--- src/rtl/fir_mc.sv ---
// fir_mc: multi-channel FIR filter with one shared, time-multiplexed MAC.
// Each channel keeps an N-deep circular sample history. Coefficients are
// runtime-loadable and shared by all channels.
// Optional build macro FIR_MC_SATURATE_EN: when defined, the shifted
// accumulator is clamped to the signed M-bit range instead of wrapping.
module fir_mc #(
    parameter int N    = 16,
    parameter int M    = 24,
    parameter int CW   = 24,
    parameter int FRAC = 23,
    parameter int C    = 2,
    localparam int CHW = (C > 1) ? $clog2(C) : 1,
    localparam int KW  = $clog2(N)
) (
    input  logic                 ck,
    input  logic                 rst,
    input  logic signed [M-1:0]  in,
    input  logic [CHW-1:0]       in_ch,
    input  logic                 input_ready,
    input  logic                 coef_we,
    input  logic [KW-1:0]        coef_addr,
    input  logic signed [CW-1:0] coef_data,
    output logic signed [M-1:0]  out,
    output logic [CHW-1:0]       out_ch,
    output logic                 output_ready,
    output logic                 busy,
    output logic                 overrun
);

    localparam int PW = M + CW;
    localparam int AW = M + CW + $clog2(N);
    localparam logic [KW:0] NP1 = (KW+1)'(N);

    typedef enum logic [1:0] {IDLE, MAC, DONE} state_t;

    state_t                state, state_nx;
    logic [CHW-1:0]        ch;
    logic [KW-1:0]         k;
    logic [KW-1:0]         wptr [C];
    logic signed [M-1:0]   hist [C][N];
    logic signed [CW-1:0]  coef [N];
    logic signed [AW-1:0]  acc;

    logic                  ch_ok, accept, drop, coef_wr, last_tap;
    logic [KW-1:0]         cur_wp, rd_idx;
    logic signed [M-1:0]   tap_x;
    logic signed [CW-1:0]  tap_c;
    logic signed [PW-1:0]  prod;

    // Shift the accumulator down by the coefficient fraction and fit it to M bits.
    function automatic logic signed [M-1:0] fmt_out(input logic signed [AW-1:0] a);
        logic signed [AW-1:0] s;
`ifdef FIR_MC_SATURATE_EN
        logic signed [AW-1:0] omax;
        logic signed [AW-1:0] omin;
        omax = {{(AW-M+1){1'b0}}, {(M-1){1'b1}}};
        omin = {{(AW-M+1){1'b1}}, {(M-1){1'b0}}};
        s = a >>> FRAC;
        if (s > omax)
            s = omax;
        else if (s < omin)
            s = omin;
        return s[M-1:0];
`else
        s = a >>> FRAC;
        return s[M-1:0];
`endif
    endfunction

    assign ch_ok    = (32'(in_ch) < C);
    assign accept   = (state == IDLE) && input_ready && ch_ok;
    assign drop     = input_ready && !accept;
    assign coef_wr  = coef_we && (state == IDLE) && !input_ready;
    assign last_tap = (k == KW'(N - 1));
    assign busy     = (state == MAC);

    assign cur_wp = wptr[ch];

    // Tap address x[n-k]: walk backwards from the newest sample, wrapping mod N.
    always_comb begin
        rd_idx = '0;
        if (cur_wp >= k)
            rd_idx = cur_wp - k;
        else
            rd_idx = KW'({1'b0, cur_wp} + NP1 - {1'b0, k});
    end

    assign tap_x = hist[ch][rd_idx];
    assign tap_c = coef[k];
    assign prod  = PW'(tap_x) * PW'(tap_c);

    // State register.
    always_ff @(posedge ck or negedge rst) begin
        if (!rst)
            state <= IDLE;
        else
            state <= state_nx;
    end

    // Next-state logic: IDLE -> MAC on an accepted strobe, N taps, one DONE cycle.
    always_comb begin
        state_nx = state;
        case (state)
            IDLE:    if (accept) state_nx = MAC;
            MAC:     if (last_tap) state_nx = DONE;
            DONE:    state_nx = IDLE;
            default: state_nx = IDLE;
        endcase
    end

    // Control: channel latch, tap counter, write pointers and output register.
    always_ff @(posedge ck or negedge rst) begin
        if (!rst) begin
            ch           <= '0;
            k            <= '0;
            out          <= '0;
            out_ch       <= '0;
            output_ready <= 1'b0;
            overrun      <= 1'b0;
            for (int c = 0; c < C; c++)
                wptr[c] <= '0;
        end else begin
            output_ready <= 1'b0;
            overrun      <= drop;
            case (state)
                IDLE: begin
                    if (accept) begin
                        ch <= in_ch;
                        k  <= '0;
                    end
                end
                MAC: begin
                    k <= k + KW'(1);
                    if (last_tap)
                        wptr[ch] <= (wptr[ch] == KW'(N - 1)) ? '0 : wptr[ch] + KW'(1);
                end
                DONE: begin
                    out          <= fmt_out(acc);
                    out_ch       <= ch;
                    output_ready <= 1'b1;
                end
                default: ;
            endcase
        end
    end

    // Sample histories: the accepted sample lands at its channel's write pointer.
    always_ff @(posedge ck or negedge rst) begin
        if (!rst) begin
            for (int c = 0; c < C; c++)
                for (int t = 0; t < N; t++)
                    hist[c][t] <= '0;
        end else if (accept) begin
            hist[in_ch][wptr[in_ch]] <= in;
        end
    end

    // Coefficient bank: writable only while idle and no strobe is present.
    always_ff @(posedge ck or negedge rst) begin
        if (!rst) begin
            for (int t = 0; t < N; t++)
                coef[t] <= '0;
        end else if (coef_wr) begin
            coef[coef_addr] <= coef_data;
        end
    end

    // Accumulator: cleared on accept, one product added per MAC cycle.
    always_ff @(posedge ck) begin
        if (accept)
            acc <= '0;
        else if (state == MAC)
            acc <= acc + AW'(prod);
    end

endmodule

--- config.mk ---
export PLATFORM = sky130hd
export DESIGN_NAME = fir_mc
export DESIGN_NICKNAME = d
export VERILOG_FILES = /design/src/rtl/fir_mc.sv
export SDC_FILE = /design/constraint.sdc
export NUM_CORES = 2
export LEC_CHECK = 0
export CAP_MARGIN = 20
export CORE_ASPECT_RATIO = 1.2
export CORE_UTILIZATION = 60
export CTS_BUF_LIST = sky130_fd_sc_hd__clkbuf_8
export CTS_CLUSTER_SIZE = 12
export DETAILED_ROUTE_END_ITERATION = 10
export PLACE_DENSITY = 0.82
export SLEW_MARGIN = 30
export SYNTH_ARGS = -nofsm -noshare
export SYNTH_HDL_FRONTEND = slang
export SYNTH_SLANG_ARGS = --single-unit
--- constraint.sdc ---
create_clock -name ck -period 25.3 [get_ports ck]
set_input_delay 5.06 -clock ck [delete_from_list [all_inputs] [get_ports ck]]
set_output_delay 5.06 -clock ck [all_outputs]
set_load 0.05 [all_outputs]
* After elaboration in Yosys (flattened, before gate mapping)
Cells that the tools add are included.
** Word-level totals
- Memory bits (read-only) :: 0
- Memories :: 0
- Input bits :: 57
- Latch bits :: 0
- Bits in writable memories :: 0
- Bits in registers :: 1246
** Operators by class
- Mux-type cells :: 34
- Divide/modulo/power cells :: 0
- Bitwise gates (word level) :: 6
- Multipliers :: 1
- Reductions and logical operators :: 16
- $lt $le $gt $ge :: 11
- Eq/ne operators :: 6
- Shifts and indexed selects :: 0
- Add/sub/neg operators :: 6
** Operators by type and width (number)
- 2-to-1 mux 384 bit :: 4
- bitwise mux 768 bit :: 1
- bitwise mux 384 bit :: 1
- demux 384 bit (select 1 bit) :: 1
- binary-select mux 24 bit (select 4 bit) :: 2
- demux 24 bit (select 4 bit) :: 2
- 2-to-1 mux 24 bit :: 6
- adder 52 x 48 -> 52 bit :: 1
- multiplier 24 x 24 -> 48 bit :: 1
- 2-to-1 mux 4 bit :: 10
- greater-or-equal comparator 5 bit, second input constant :: 4
- NOT 4 -> 5 bit :: 4
- adder 4 x 1 -> 4 bit, second input constant :: 3
- < comparator 5 x 1 -> 1 bit, second input constant :: 2
- bitwise mux 8 bit :: 1
- == test 4 bit, second input constant :: 2
- logical AND 1 bit :: 8
- one-hot mux 4 bit (2 select lines) :: 1
- AND reduction 2 bit :: 4
- subtractor 4 bit :: 2
- demux 4 bit (select 1 bit) :: 1
- greater-or-equal comparator 2 bit, second input constant :: 2
- greater-or-equal comparator 4 bit :: 1
- < comparator 2 x 1 -> 1 bit, second input constant :: 2
- other kinds (11) :: 14

* Logic depth before layout (Yosys ltp)
- Word-level depth :: 13
- Mapped depth :: 42

* Least setup slack after synthesis
Ideal clock, no wire load.
- Kind :: reg-to-reg
- From :: reg ch
- To :: reg acc[31]
- Arrival :: 9.645 ns
- Buffers on the path :: 9
- Setup time :: 0.117 ns
- Setup slack :: 15.538 ns
- Cell stages (with the launch flop) :: 39
- Clock period less this slack :: 9.762 ns
- Data required time :: 25.183 ns
- Cell sequence :: dfrtp_1 buf_6 buf_6 buf_6 buf_2 buf_2 mux2i_1 ha_1 buf_2 clkbuf_1 clkbuf_1 mux4_2 mux4_2 mux2i_1 buf_2 nor2_1 fa_1 fa_1 [3 not listed] fa_1 inv_1 fa_1 inv_1 fa_1 inv_1 fa_1 inv_1 ha_1 and2_1 nand2_1 a21oi_1 o21ba_2 o41a_2 o21bai_1 a211oi_1 or3_1 a32o_1
** Between the ends
- Word-level cells in the longest chain between the ends :: 13
- Elaborated cells on any way between the ends :: 18
- Those cells by class :: add/sub (4); mul (1); order compare (1); mux (10); bitwise (2)
** Ends and longest elaborated chain
- from (decl) :: RTL line 37 : logic [CHW-1:0] ch;
- from (signal assigned) :: RTL line 128 : ch <= in_ch;
- NOT 1 -> 2 bit (implied by the code) * :: RTL line 77, 88
- 2-to-1 mux 4 bit (implied by the code) (3 in a row) :: RTL line 77 : assign cur_wp = wptr[ch];
- adder 4 x 1 -> 4 bit :: RTL line 85 : rd_idx = KW'({1'b0, cur_wp} + NP1 - {1'b0, k});
- subtractor 4 bit :: RTL line 85
- 2-to-1 mux 4 bit :: RTL line 82 : if (cur_wp >= k)
- NOT 4 -> 5 bit (implied by the code) :: RTL line 88 : assign tap_x = hist[ch][rd_idx];
- binary-select mux 24 bit (select 4 bit) * :: RTL line 88
- 2-to-1 mux 24 bit (implied by the code) * (2 in a row) :: RTL line 88
- multiplier 24 x 24 -> 48 bit * :: RTL line 90 : assign prod = PW'(tap_x) * PW'(tap_c);
- adder 52 x 48 -> 52 bit * :: RTL line 173 : acc <= acc + AW'(prod);
- to (signal assigned) :: RTL line 173
- to (decl) :: RTL line 42 : logic signed [AW-1:0] acc;
Mark *: on every way between the ends. The rest lies on a longest branch, timed or not. The select of a mux whose other input is x is not followed.
A chain may end at the register's enable or synchronous reset.

* Worst setup path after layout
- From :: reg ch
- To :: reg acc[44]
The elaborated chain is that of the path after synthesis.

==> impl_results.md <==
- EDFF count, synth: 0
- Largest cells by area after synthesis: dfrtp_1 (38%), mux2_2 (17%), fa_1 (16%)
- NumNets Final: slightly below 7,000
- Area delta synth->final: 8.57%
- Initial drt markers: approximately 3,900
- Residual DRC: 0
- Hold Startpoint: acc[12]$_SDFFE_PP0P_
- Vias: slightly below 50,000
- Max Freq: 87.9 MHz
- Total Neg Setup Slack: 0 ps
- Core area: 129,000 µm²
- H-tree depth: 4
- Clk buf depth: 3
- Clk_skew: roughly 55 ps
- Worst slew pin tran: between 1000 and 1500 ps
- CTS Buf Count: around 190
- Worst Hold Depth: 2
- I/O pins: 85
- Synth Warn #: 0
- Starting Density: about three fifths
- Post-DP HPWL: 126,000 µm
- Drt wl/cell: roughly 25 µm
- Share of the synthesized area in the top cell type: a little under two fifths
- Slew margin rel.: between 20% and 30%
- Hold endpoint: acc[12]$_SDFFE_PP0P_
- Top-count cell post-synth: dfrtp_1
- Clock root cell: clkbuf_8
- Crit path max fanout: 63
- Cell row count: between 100 and 150
- CTS Sinks: ~1,200
- R2R Path End: acc[44]$_SDFFE_PP0P_
- Final period util: 45.0%
- Crit path arrival time: between 10,000 and 15,000 ps
- Total wire length: slightly below 200,000 µm
- Register area share after synthesis: 39.5%
- CP max-delay cell: dfrtp_4
- Fillers: approximately 8,900
- Post-cts gate resize count: 0
- Syn Area/Cell: around 13 µm²
- First-pass GRT wire length: about 310,000 µm
- Initial antenna violation count: 13
- R2r setup slk: approximately 14,000 ps
- Worst Setup Start Kind: flop
- Post-Route Utilization: 65.8%
- Status: completed
- Syn Inst Count: 5,977
- Post-synth ARST share: a little over nine tenths
- Crit-path max cell delay: ~930 ps
- GRT Residual Overflow: 0
- Gr usage total: a little under a third
- Final WS setup: 13,920 ps
- Worst setup EP type: flop
- HP Class: flop to flop
- Syn nets: roughly 7,000
- Hold-fix buffers, CTS: 0
- Share of layout cells above drive strength 1: between 30% and 40%
- Synthesized flop and latch total: around 1,200
- RD Place Congestion: between 0.9 and 1
- Post-CTS Setup Repair Bufs: 0
- CP Buf/Inv Count: 9
- Count of different cell masters after synthesis: 68
- Worst path top cell family by delay: adder cells
- Hold WS: roughly 470 ps
- Yosys top cell by area: dfrtp_1
- Detail-routed via count per cell: around 6.3
- Ys flop type: dfrtp_1
- Register-to-Register Path Depth: 31
- Req. time, crit path: around 26,000 ps
- Die ar.: 132,000 µm²
- Most frequent CP cell: fa_1
- CTS tree: yes
- Final Hold Vio Count: 0
- Max_cap viols: 0
- Antenna-violating nets left: 0
- RSZ-0062 raised after global routing: false
- Setup Viol. Count Final: 0
- Skew-Pair Late Insertion Delay: between 900 and 1000 ps
- Port Buffers: 84
- Pre-CTS setup slack: 13,760 ps
- Largest net degree at the start of global routing: 185
- Height of the chip: around 400 µm
- Minimum clock period: about 11,000 ps
- Synth cell count leaders: dfrtp_1 (1,194), mux2_2 (1,182), inv_1 (688), fa_1 (643)
- Worst-path clk slew: roughly 70 ps
- Number of global-route vias before repair: 54,000
- Setup CP Type: flop to flop
- Syn Std Cell Area: between 70,000 and 80,000 µm²
- Slew Limit Fails: 0
- R2r startpoint: ch$_DFFE_PN0P_
- Chip width: 331 µm
- Router iterations before antenna repair: 6
==> worst register-to-register path: cells and delay by family, from the launching register on <==
| kind | cells | cell delay, ps |
|---|---|---|
| flip-flops | 1 | 930 |
| buffers and inverters | 9 | 2180 |
| AND/OR/NAND/NOR | 3 | 580 |
| AO/OA/AOI/OAI | 5 | 1420 |
| adder cells (fa/ha/maj) | 9 | 4510 |
| multiplexers | 4 | 1470 |
| XOR/XNOR | 1 | 160 |
==> routing by layer <==
metal  global-route usage (%)  wire, µm  share of wire [%]  vias up
li1                         -         -                  -    20200
met1                     37.6     71300                 36    25900
met2                     52.6     99600                 50     2003
met3                     5.95     13700                6.9      750
met4                     19.9     13700                6.9       14
met5                        0        80              0.040        -
==> flip-flops by register name (all words and copies together) (netlist names) <==
| register | flops |
|---|---|
| state | 2 |
| k | 4 |
| ch | 1 |
| wptr | 8 |
| acc | 47 |
| overrun | 1 |
| output_ready | 1 |
| out_ch | 1 |
| coef | 384 |
| hist | 768 |
| out | 24 |
==> through the flow <==
stage	instances	area (µm²)
after floorplan	5977	78100
after global placement	7446	80700
after detailed placement	7449	80800
after CTS	7795	84800
after global routing	7800	84800
final	7802	84800
==> placed cells by master, fill, tap and decap left out, types with 72 or more instances in the layout <==
master / count
dfrtp_1: 1191
nand2b_1: 294
nor2_1: 213
o21ai_0: 72
mux2i_1: 101
buf_4: 111
inv_1: 760
fa_1: 640
clkbuf_8: 229
mux4_2: 285
ha_1: 160
mux2_2: 1182
nand2_1: 103
==> area by class of cell <==
class                      count  area, µm²  share of cell area (%)
inverter                     690       2590                    3.05
clock inverter               117        826                   0.974
timing repair buffer         212       1840                    2.17
sequential                  1241      30800                    36.3
tap                         1679       2100                    2.48
clock buffer                 229       3150                    3.72
antenna                        5       12.5                  0.0148
multi-input combinational   3629      43500                    51.2
==> how the worst max path moves through the flow <==
| stage | from | end | slack [ps] | cells past startpoint |
|---|---|---|---|---|
| after detailed placement | ch$_DFFE_PN0P_ | acc[31]$_SDFFE_PP0P_ | 13760 | 30 |
| after CTS | ch$_DFFE_PN0P_ | acc[31]$_SDFFE_PP0P_ | 13750 | 30 |
| after floorplan | ch$_DFFE_PN0P_ | acc[31]$_SDFFE_PP0P_ | 15540 | 38 |
| after global placement | ch$_DFFE_PN0P_ | acc[31]$_SDFFE_PP0P_ | 13810 | 31 |
| after global routing | ch$_DFFE_PN0P_ | acc[44]$_SDFFE_PP0P_ | 13360 | 30 |
| final | ch$_DFFE_PN0P_ | acc[44]$_SDFFE_PP0P_ | 13920 | 31 |
==> kinds of logic after synthesis <==
group	Yosys count	synth area share (%)
XOR/XNOR	61	0.684
AND/OR/NAND/NOR	863	5.69
AO/OA/AOI/OAI	308	2.62
adder cells (fa/ha/maj)	804	19.1
flip-flops	1241	39.5
multiplexers	1593	26.9
buffers and inverters	1107	5.58
Power is not shown: default switching activity piles up to over one toggle a cycle in this logic, so the estimate is an artifact.
